### src/rtl/if_fetch_unit_pkg.sv
// rtl/if_fetch_unit_pkg.sv - fetch-stage address map and state encodings
package if_fetch_unit_pkg;

    localparam logic [31:0] RESET_PC   = 32'h0000_3000;
    localparam logic [31:0] TEXT_END   = 32'h0000_7000;
    localparam logic [31:0] EXC_VECTOR = 32'h0000_4180;

    typedef enum logic [1:0] {
        IF_FETCH = 2'd0,
        IF_HOLD  = 2'd1,
        IF_HALT  = 2'd2
    } if_state_t;

    // A PC outside [RESET_PC, TEXT_END) is not fetchable text.
    function automatic logic pc_out_of_text(input logic [31:0] addr);
        return (addr >= TEXT_END) || (addr < RESET_PC);
    endfunction

endpackage

### src/rtl/if_fetch_unit_skid.sv
// rtl/if_fetch_unit_skid.sv - one-entry {valid, instr, pc} buffer for stalled fetches
module fetch_skid (
    input  logic        clk,
    input  logic        reset,
    input  logic        load,
    input  logic        drain,
    input  logic        clear,
    input  logic [31:0] load_instr,
    input  logic [31:0] load_pc,
    output logic        valid,
    output logic [31:0] instr,
    output logic [31:0] pc
);

    always_ff @(posedge clk or negedge reset) begin
        if (!reset) begin
            valid <= 1'b0;
            instr <= 32'd0;
            pc    <= 32'd0;
        end else if (clear) begin
            valid <= 1'b0;
        end else if (load) begin
            valid <= 1'b1;
            instr <= load_instr;
            pc    <= load_pc;
        end else if (drain) begin
            valid <= 1'b0;
        end
    end

endmodule

### src/rtl/if_fetch_unit.sv
// rtl/if_fetch_unit.sv - fetch PC, instruction-memory requester and IF/ID latch
module if_fetch_unit
    import if_fetch_unit_pkg::*;
(
    input  logic        clk,
    input  logic        reset,
    input  logic [31:0] npc,
    input  logic        stall,
    input  logic        exc_req,
    input  logic        eret_req,
    input  logic [31:0] epc,
    output logic        imem_req,
    output logic [31:0] imem_addr,
    input  logic        imem_ready,
    input  logic [31:0] imem_rdata,
    output logic [31:0] pc_if,
    output logic        id_valid,
    output logic [31:0] id_instr,
    output logic [31:0] id_pc,
    output logic        halted
);

    if_state_t   state, state_n;
    logic [31:0] pc, pc_n;
    logic        kill, kill_n;
    logic [31:0] kill_pc, kill_pc_n;

    logic        transfer, redirect;
    logic [31:0] target, npc_aligned;
    logic        pc_upd;

    logic        id_load, id_kill;
    logic [31:0] id_src_instr, id_src_pc;

    logic        skid_load, skid_drain, skid_clear;
    logic        skid_valid;
    logic [31:0] skid_instr, skid_pc;

    assign imem_req  = (state == IF_FETCH);
    assign imem_addr = pc;
    assign pc_if     = pc;
    assign halted    = (state == IF_HALT);

    assign transfer    = imem_req & imem_ready;
    assign redirect    = exc_req | eret_req;
    assign target      = exc_req ? EXC_VECTOR : (epc & ~32'd3);
    assign npc_aligned = npc & ~32'd3;

    fetch_skid u_skid (
        .clk        (clk),
        .reset      (reset),
        .load       (skid_load),
        .drain      (skid_drain),
        .clear      (skid_clear),
        .load_instr (imem_rdata),
        .load_pc    (pc),
        .valid      (skid_valid),
        .instr      (skid_instr),
        .pc         (skid_pc)
    );

    always_comb begin
        state_n      = state;
        pc_n         = pc;
        kill_n       = kill;
        kill_pc_n    = kill_pc;
        pc_upd       = 1'b0;
        id_load      = 1'b0;
        id_kill      = 1'b0;
        id_src_instr = imem_rdata;
        id_src_pc    = pc;
        skid_load    = 1'b0;
        skid_drain   = 1'b0;
        skid_clear   = 1'b0;

        unique case (state)
            IF_FETCH: begin
                if (redirect) begin
                    id_kill    = 1'b1;
                    skid_clear = 1'b1;
                    if (transfer) begin
                        pc_n   = target;
                        kill_n = 1'b0;
                        pc_upd = 1'b1;
                    end else begin
                        // Request must stay up on the old address; remember where to go.
                        kill_n    = 1'b1;
                        kill_pc_n = target;
                    end
                end else if (transfer && kill) begin
                    pc_n    = kill_pc;
                    kill_n  = 1'b0;
                    pc_upd  = 1'b1;
                    id_kill = !stall;
                end else if (transfer && stall) begin
                    skid_load = 1'b1;
                    state_n   = IF_HOLD;
                end else if (transfer) begin
                    id_load = 1'b1;
                    pc_n    = npc_aligned;
                    pc_upd  = 1'b1;
                end else begin
                    id_kill = !stall;
                end
            end
            IF_HOLD: begin
                if (redirect) begin
                    id_kill    = 1'b1;
                    skid_clear = 1'b1;
                    pc_n       = target;
                    pc_upd     = 1'b1;
                end else if (!stall) begin
                    id_load      = skid_valid;
                    id_kill      = !skid_valid;
                    id_src_instr = skid_instr;
                    id_src_pc    = skid_pc;
                    skid_drain   = 1'b1;
                    pc_n         = npc_aligned;
                    pc_upd       = 1'b1;
                end
            end
            IF_HALT: begin
                if (redirect) begin
                    id_kill    = 1'b1;
                    skid_clear = 1'b1;
                    kill_n     = 1'b0;
                    pc_n       = target;
                    pc_upd     = 1'b1;
                end else begin
                    id_kill = !stall;
                end
            end
            default: begin
                state_n = IF_HALT;
            end
        endcase

        if (pc_upd) begin
            state_n = pc_out_of_text(pc_n) ? IF_HALT : IF_FETCH;
        end
    end

    always_ff @(posedge clk or negedge reset) begin
        if (!reset) begin
            state    <= IF_FETCH;
            pc       <= RESET_PC;
            kill     <= 1'b0;
            kill_pc  <= 32'd0;
            id_valid <= 1'b0;
            id_instr <= 32'd0;
            id_pc    <= 32'd0;
        end else begin
            state   <= state_n;
            pc      <= pc_n;
            kill    <= kill_n;
            kill_pc <= kill_pc_n;
            if (id_load) begin
                id_valid <= 1'b1;
                id_instr <= id_src_instr;
                id_pc    <= id_src_pc;
            end else if (id_kill) begin
                id_valid <= 1'b0;
            end
        end
    end

endmodule

### config.mk
export PLATFORM = sky130hd
export DESIGN_NAME = if_fetch_unit
export DESIGN_NICKNAME = d
export VERILOG_FILES = /design/src/rtl/if_fetch_unit_pkg.sv /design/src/rtl/if_fetch_unit_skid.sv /design/src/rtl/if_fetch_unit.sv
export SDC_FILE = /design/constraint.sdc
export NUM_CORES = 1
export LEC_CHECK = 0
export ABC_AREA = 1
export CORE_MARGIN = 5
export CORE_UTILIZATION = 40
export CTS_CLUSTER_DIAMETER = 80
export DETAILED_ROUTE_END_ITERATION = 10
export PLACE_DENSITY = 0.79
export SLEW_MARGIN = 20
export SYNTH_ARGS = -nofsm -noshare
export SYNTH_HDL_FRONTEND = slang
export SYNTH_SLANG_ARGS = --single-unit
### constraint.sdc
create_clock -name clk -period 2.1 [get_ports clk]
set_input_delay 0.42 -clock clk [delete_from_list [all_inputs] [get_ports clk]]
set_output_delay 0.42 -clock clk [all_outputs]
set_load 0.03 [all_outputs]
==> results of run 1 <==
==> metal layers <==
metal,wire length (um),track usage
met1,16400,0.335
met2,16700,0.375
met3,2940,0.0467
met4,642,0.0532
met5,0,0
==> area by class of cell <==
type | count | area share
clock buffers | 17 | 0.0279
clock inverters | 15 | 0.0158
inverters | 119 | 0.0296
multi-input cells | 1053 | 0.320
flip-flops and latches | 195 | 0.320
well taps | 335 | 0.0275
repair buffers | 399 | 0.259
==> worst min-delay path, cell delays in order, from the launching register on <==
cell and delay, ps:
sky130_fd_sc_hd__dfrtp_1 340, sky130_fd_sc_hd__nand2_1 50, sky130_fd_sc_hd__nand2_1 50
==> cell families (layout without fill, tap and decap cells) <==
family | Yosys count | after routing
buffers and inverters | 234 | 550
AO/OA/AOI/OAI | 242 | 242
adder cells (fa/ha/maj) | 4 | 4
flip-flops | 195 | 195
AND/OR/NAND/NOR | 806 | 807
==> per-stage QoR <==
| stage | power, mW | worst slack (ps) | hold slack (ps) |
|---|---|---|---|
| floorplan | 12.8 | 6.59 | 124 |
| CTS | 21.8 | -77.3 | 478 |
| global route | 23.6 | -226 | 499 |
| finish | 22.3 | -89.4 | 476 |
| global placement | 17.7 | -483 | 402 |
| detailed placement | 17.9 | -477 | 412 |
==> power breakdown <==
part           total (mW)  switching (mW)  internal (mW)
Sequential           6.63            1.21           5.42
Clock                3.69            1.63           2.07
Combinational        12.0            6.97           4.99
Total                22.3            9.81           12.5
==> state kept, by name (all words and copies together), names as in the netlist <==
register and cells:
imem_addr 32, u_skid.valid 1, state 2, id_pc 32, u_skid.instr 32, kill_pc 30
u_skid.pc 32, kill 1, id_instr 32, id_valid 1
==> placed cells by master, fill, tap and decap left out, drive strengths merged <==
cell type and n:
nand4 4, a211oi 3, o22ai 5, o211ai 9
o21ai 99, a21oi 41, clkinv 5, ha 4
a221oi 1, nor2 205, clkdlybuf4s50 192, a31oi 65
dlygate4sd2 21, o2111a 1, or2 7, dfrtp 193
o31ai 1, buf 171, a22oi 4, nor3b 1
dlygate4sd3 1, a31o 1, dlymetal6s2s 11, nand2 531
dfstp 2, o2111ai 1, clkdlybuf4s15 1, inv 125
nor3 1, o221ai 11, nand3 58, bufinv 4
clkbuf 19
==> worst max path at each step <==
| stage | to | slack [ps] |
|---|---|---|
| 2_1_floorplan | state[1] | 7 |
| 3_5_place_dp | state[1] | -480 |
| 5_1_grt | state[1] | -230 |
| 3_3_place_gp | state[1] | -480 |
| 4_1_cts | state[1] | -80 |
| 6_report | state[1] | -90 |
==> repair_timing <==
| item | 4_1_cts | 5_1_grt |
|---|---|---|
| pin swaps | 13 | 37 |
| gates resized for setup | 55 | 63 |
| hold endpoints to repair | 39 | 0 |
| buffers inserted | 8 | 16 |
| setup endpoints to repair | 78 | 98 |
| gates cloned | 2 | 1 |
| hold buffers | 1 | 0 |
==> results.md, run 1 <==
- The flow ran to the end, but the final reports show violations.
- The checks that failed: negative setup slack.
- In this run the critical register-to-register path is launched from state[1].
- The floorplan has 59 rows.
- The clock net sink count is 195.
- The source-to-sink clock delay at the later pin of the worst-skew pair is about 430 ps.
- The post-synthesis cell type count is 35.
- The routability congestion estimate is ~0.98.
- The worst slew margin relative to its limit is 0.695.
- The finished cells cover approximately 15000 um2.
- The longest clock path from root to sink contains 2 buffers.
- The average wire per cell in the routed design is 17.2 um.
- The endpoint class of the critical path is a flop.
- The adder-cell area share of the yosys netlist is 0.00471.
- The fraction of registers with async set/reset is 1.00.
- The register area is about 5000 um2.
- The number of global-route vias before repair came to roughly 10000.
- The count of final hold-check violations is 0.
- Counting stages on the worst path, the most repeated cell is sky130_fd_sc_hd__nand2_1.
- Static timing analysis puts the maximum clock frequency at about 0.46 GHz.
- Counting I/O delays and the setup requirement, the final critical path takes approximately 2200 ps.
- The area enclosed by the die boundary is approximately 30000 um2.
- The final antenna diode count is 0.
- The cell depth of the worst flop-to-flop path is 17.
- Averaged over all synthesized cells, the footprint is about 7.2 um2.
- The pin count of the biggest net entering global routing is 51.
- The leftover overflow at the end of global routing is 0.
- For this run, design rule violations remaining after detail routing come to 0.
- The count of max-cap constraint violations is 0.
- Of all nets on the critical path, the largest fanout is 11.
- By area, the combinational part of the netlist is dominated by simple AND/OR/NAND/NOR gates.
- Summed over all instances, the cell type with the most area after synthesis is sky130_fd_sc_hd__dfrtp_1.
- Of the total synthesized cell area, the portion taken by XOR and XNOR cells is 0.
- The cell leakage power is between 7 and 8 nW.
- The setup check on the worst reg-to-reg path leaves a slack of -90 ps.
- The critical path crosses 17 cells after its start point.
- Clock skew on the completed layout was measured at approximately 13 ps.
- After synthesis, the most frequently instantiated cells are sky130_fd_sc_hd__nand2_1 (525), sky130_fd_sc_hd__nor2_1 (197), sky130_fd_sc_hd__dfrtp_1 (193).
- During I/O placement, the number of pins put on the boundary was between 200 and 250.
- The basic-gate share of the synthesized area counting and, or, nand and nor cells is 0.301.
- The die is 173 um wide.
- The endpoint of the worst hold-timing path is u_skid.instr[23].
- Synthesis inferred ~200 register bits.
- The complex-gate fraction of the synthesized area is 0.132.
- After clock tree synthesis, the clock-pin slew on the worst setup and hold paths is 80 ps.
- The clock buffer count from CTS is 17.
- Before antenna repair, the detailed router went through 6 iterations.
- The number of instances on the worst hold path is 2.
- The arrival time of the worst setup path is roughly 2500 ps.
- The first global-routing pass estimated between 50000 and 60000 um of wire.
- The first routing iteration left around 1100 violations.
- After detailed routing, the total wire length is 36700 um.
- The wire-length estimate of the detail-placed layout is 27100 um.
- The layout overhead on the synthesized area is 43.4%.
- The buffers plus inverters on the worst setup path is 4.
- In the final timing run, aggregate negative setup slack is -89.4 ps.
- The family with the most delay on the worst path is simple AND/OR/NAND/NOR gates.
- The H-tree depth is 4.
- The min-delay analysis places its worst path in the category reg -> reg.
- The number of pins exceeding their max-slew limit in the final report is 0.
- The sequential element share of the synthesized area is 0.459.
- The worst setup path is launched from a flop.
- The buffer type at the clock tree root is sky130_fd_sc_hd__clkbuf_16.
- At the pin with the least slew margin, the transition time is about 460 ps.
- In this run the vertical extent of the chip is around 170 um.
- In the routed layout, each cell is associated on average with a via count of between 5 and 6.
- The global routing usage summed across all routing layers is 0.235.
- Dividing the final minimum period by the clock period gives 1.04.
- Leaving out filler cells and counting taps, the final layout contains around 2100.
- The cell count after synthesis is approximately 1500.
- The setup-violating endpoint count in the final report is 1.
- Setup repair after global routing could not meet its margin everywhere.
- The signal on the critical path passes through inv_2, ha_4, nand2_4, inv_2, nand2_8, buf_4, a21oi_1, nand2_1, nand3_1, nand2_2, buf_4, nand3_1, nor2_1, nor2_2, nand2_1, nand2_1, nand2_1.
- The critical path data required time is 2420 ps.
- Port buffering added around 230 buffers.
- When the netlist entered floorplanning its net count stood at around 1600.
- The most used flip-flop cell after synthesis is sky130_fd_sc_hd__dfrtp_1.
- The initial core utilization is 0.407.
- The power density of the placed cells is ~1500 nW/um2.
- The final worst-path setup slack is -89.4 ps.
- The synthesis warning total is 0.
- For this run, the slowest stage of the critical path takes about 410 ps.
- The area of combinational cells with multiple inputs is between 4000 and 5000 um2.
- Detailed routing inserted a total of about 11000 vias.
- At the end of the flow the core is filled with cells to 0.583.
- Counting the fill cells in the layout gives between 2000 and 2500.
- After detailed placement, the design holds a cell count of a little over 2000.
- The slowest stage of the critical path belongs to the cell sky130_fd_sc_hd__dfrtp_1.
- Yosys attributes the largest share of cell area to sky130_fd_sc_hd__dfrtp_1 (45%), sky130_fd_sc_hd__nand2_1 (19%), sky130_fd_sc_hd__nor2_1 (7.0%), sky130_fd_sc_hd__inv_1 (3.9%), sky130_fd_sc_hd__o21ai_0 (3.9%).
- In this run the remaining antenna-violating nets after routing total 0.
- The core footprint is 26100 um2.
- The most critical setup path has its startpoint at state[1].
- By startpoint and endpoint, the worst setup path is classified as reg -> reg.
- The worst-case IR drop observed on VDD is between 0.0007 and 0.0008 V.
- The endpoint of the worst register-to-register path is state[1].
- The beginning of the worst hold path is u_skid.instr[23].
- The synthesized design contains 0 enable-type register cells.
- The number of antenna violations at the first check in global routing was 0.
- The clock tree from TritonCTS is done.
- The fraction of synthesized area in multiplexers is 0.
- In the final layout, the share of cells above drive strength 1 is 0.161.
- After synthesis the cells add up to 10600 um2.
- The share of synthesized area in the top cell type comes to 0.454.
- After detailed placement, the total cell area comes to ~14000 um2.
- The most instantiated library cell after synthesis is sky130_fd_sc_hd__nand2_1.
- For this run, the post-layout net count is ~1900.
Power figures use the tool's default switching activity.
==> run 2: changes to the inputs <==
SLEW_MARGIN = 40   (was 20)
==> results of run 2 <==
Same layout as run 1: the final DEF is identical, and so are final timing and power.
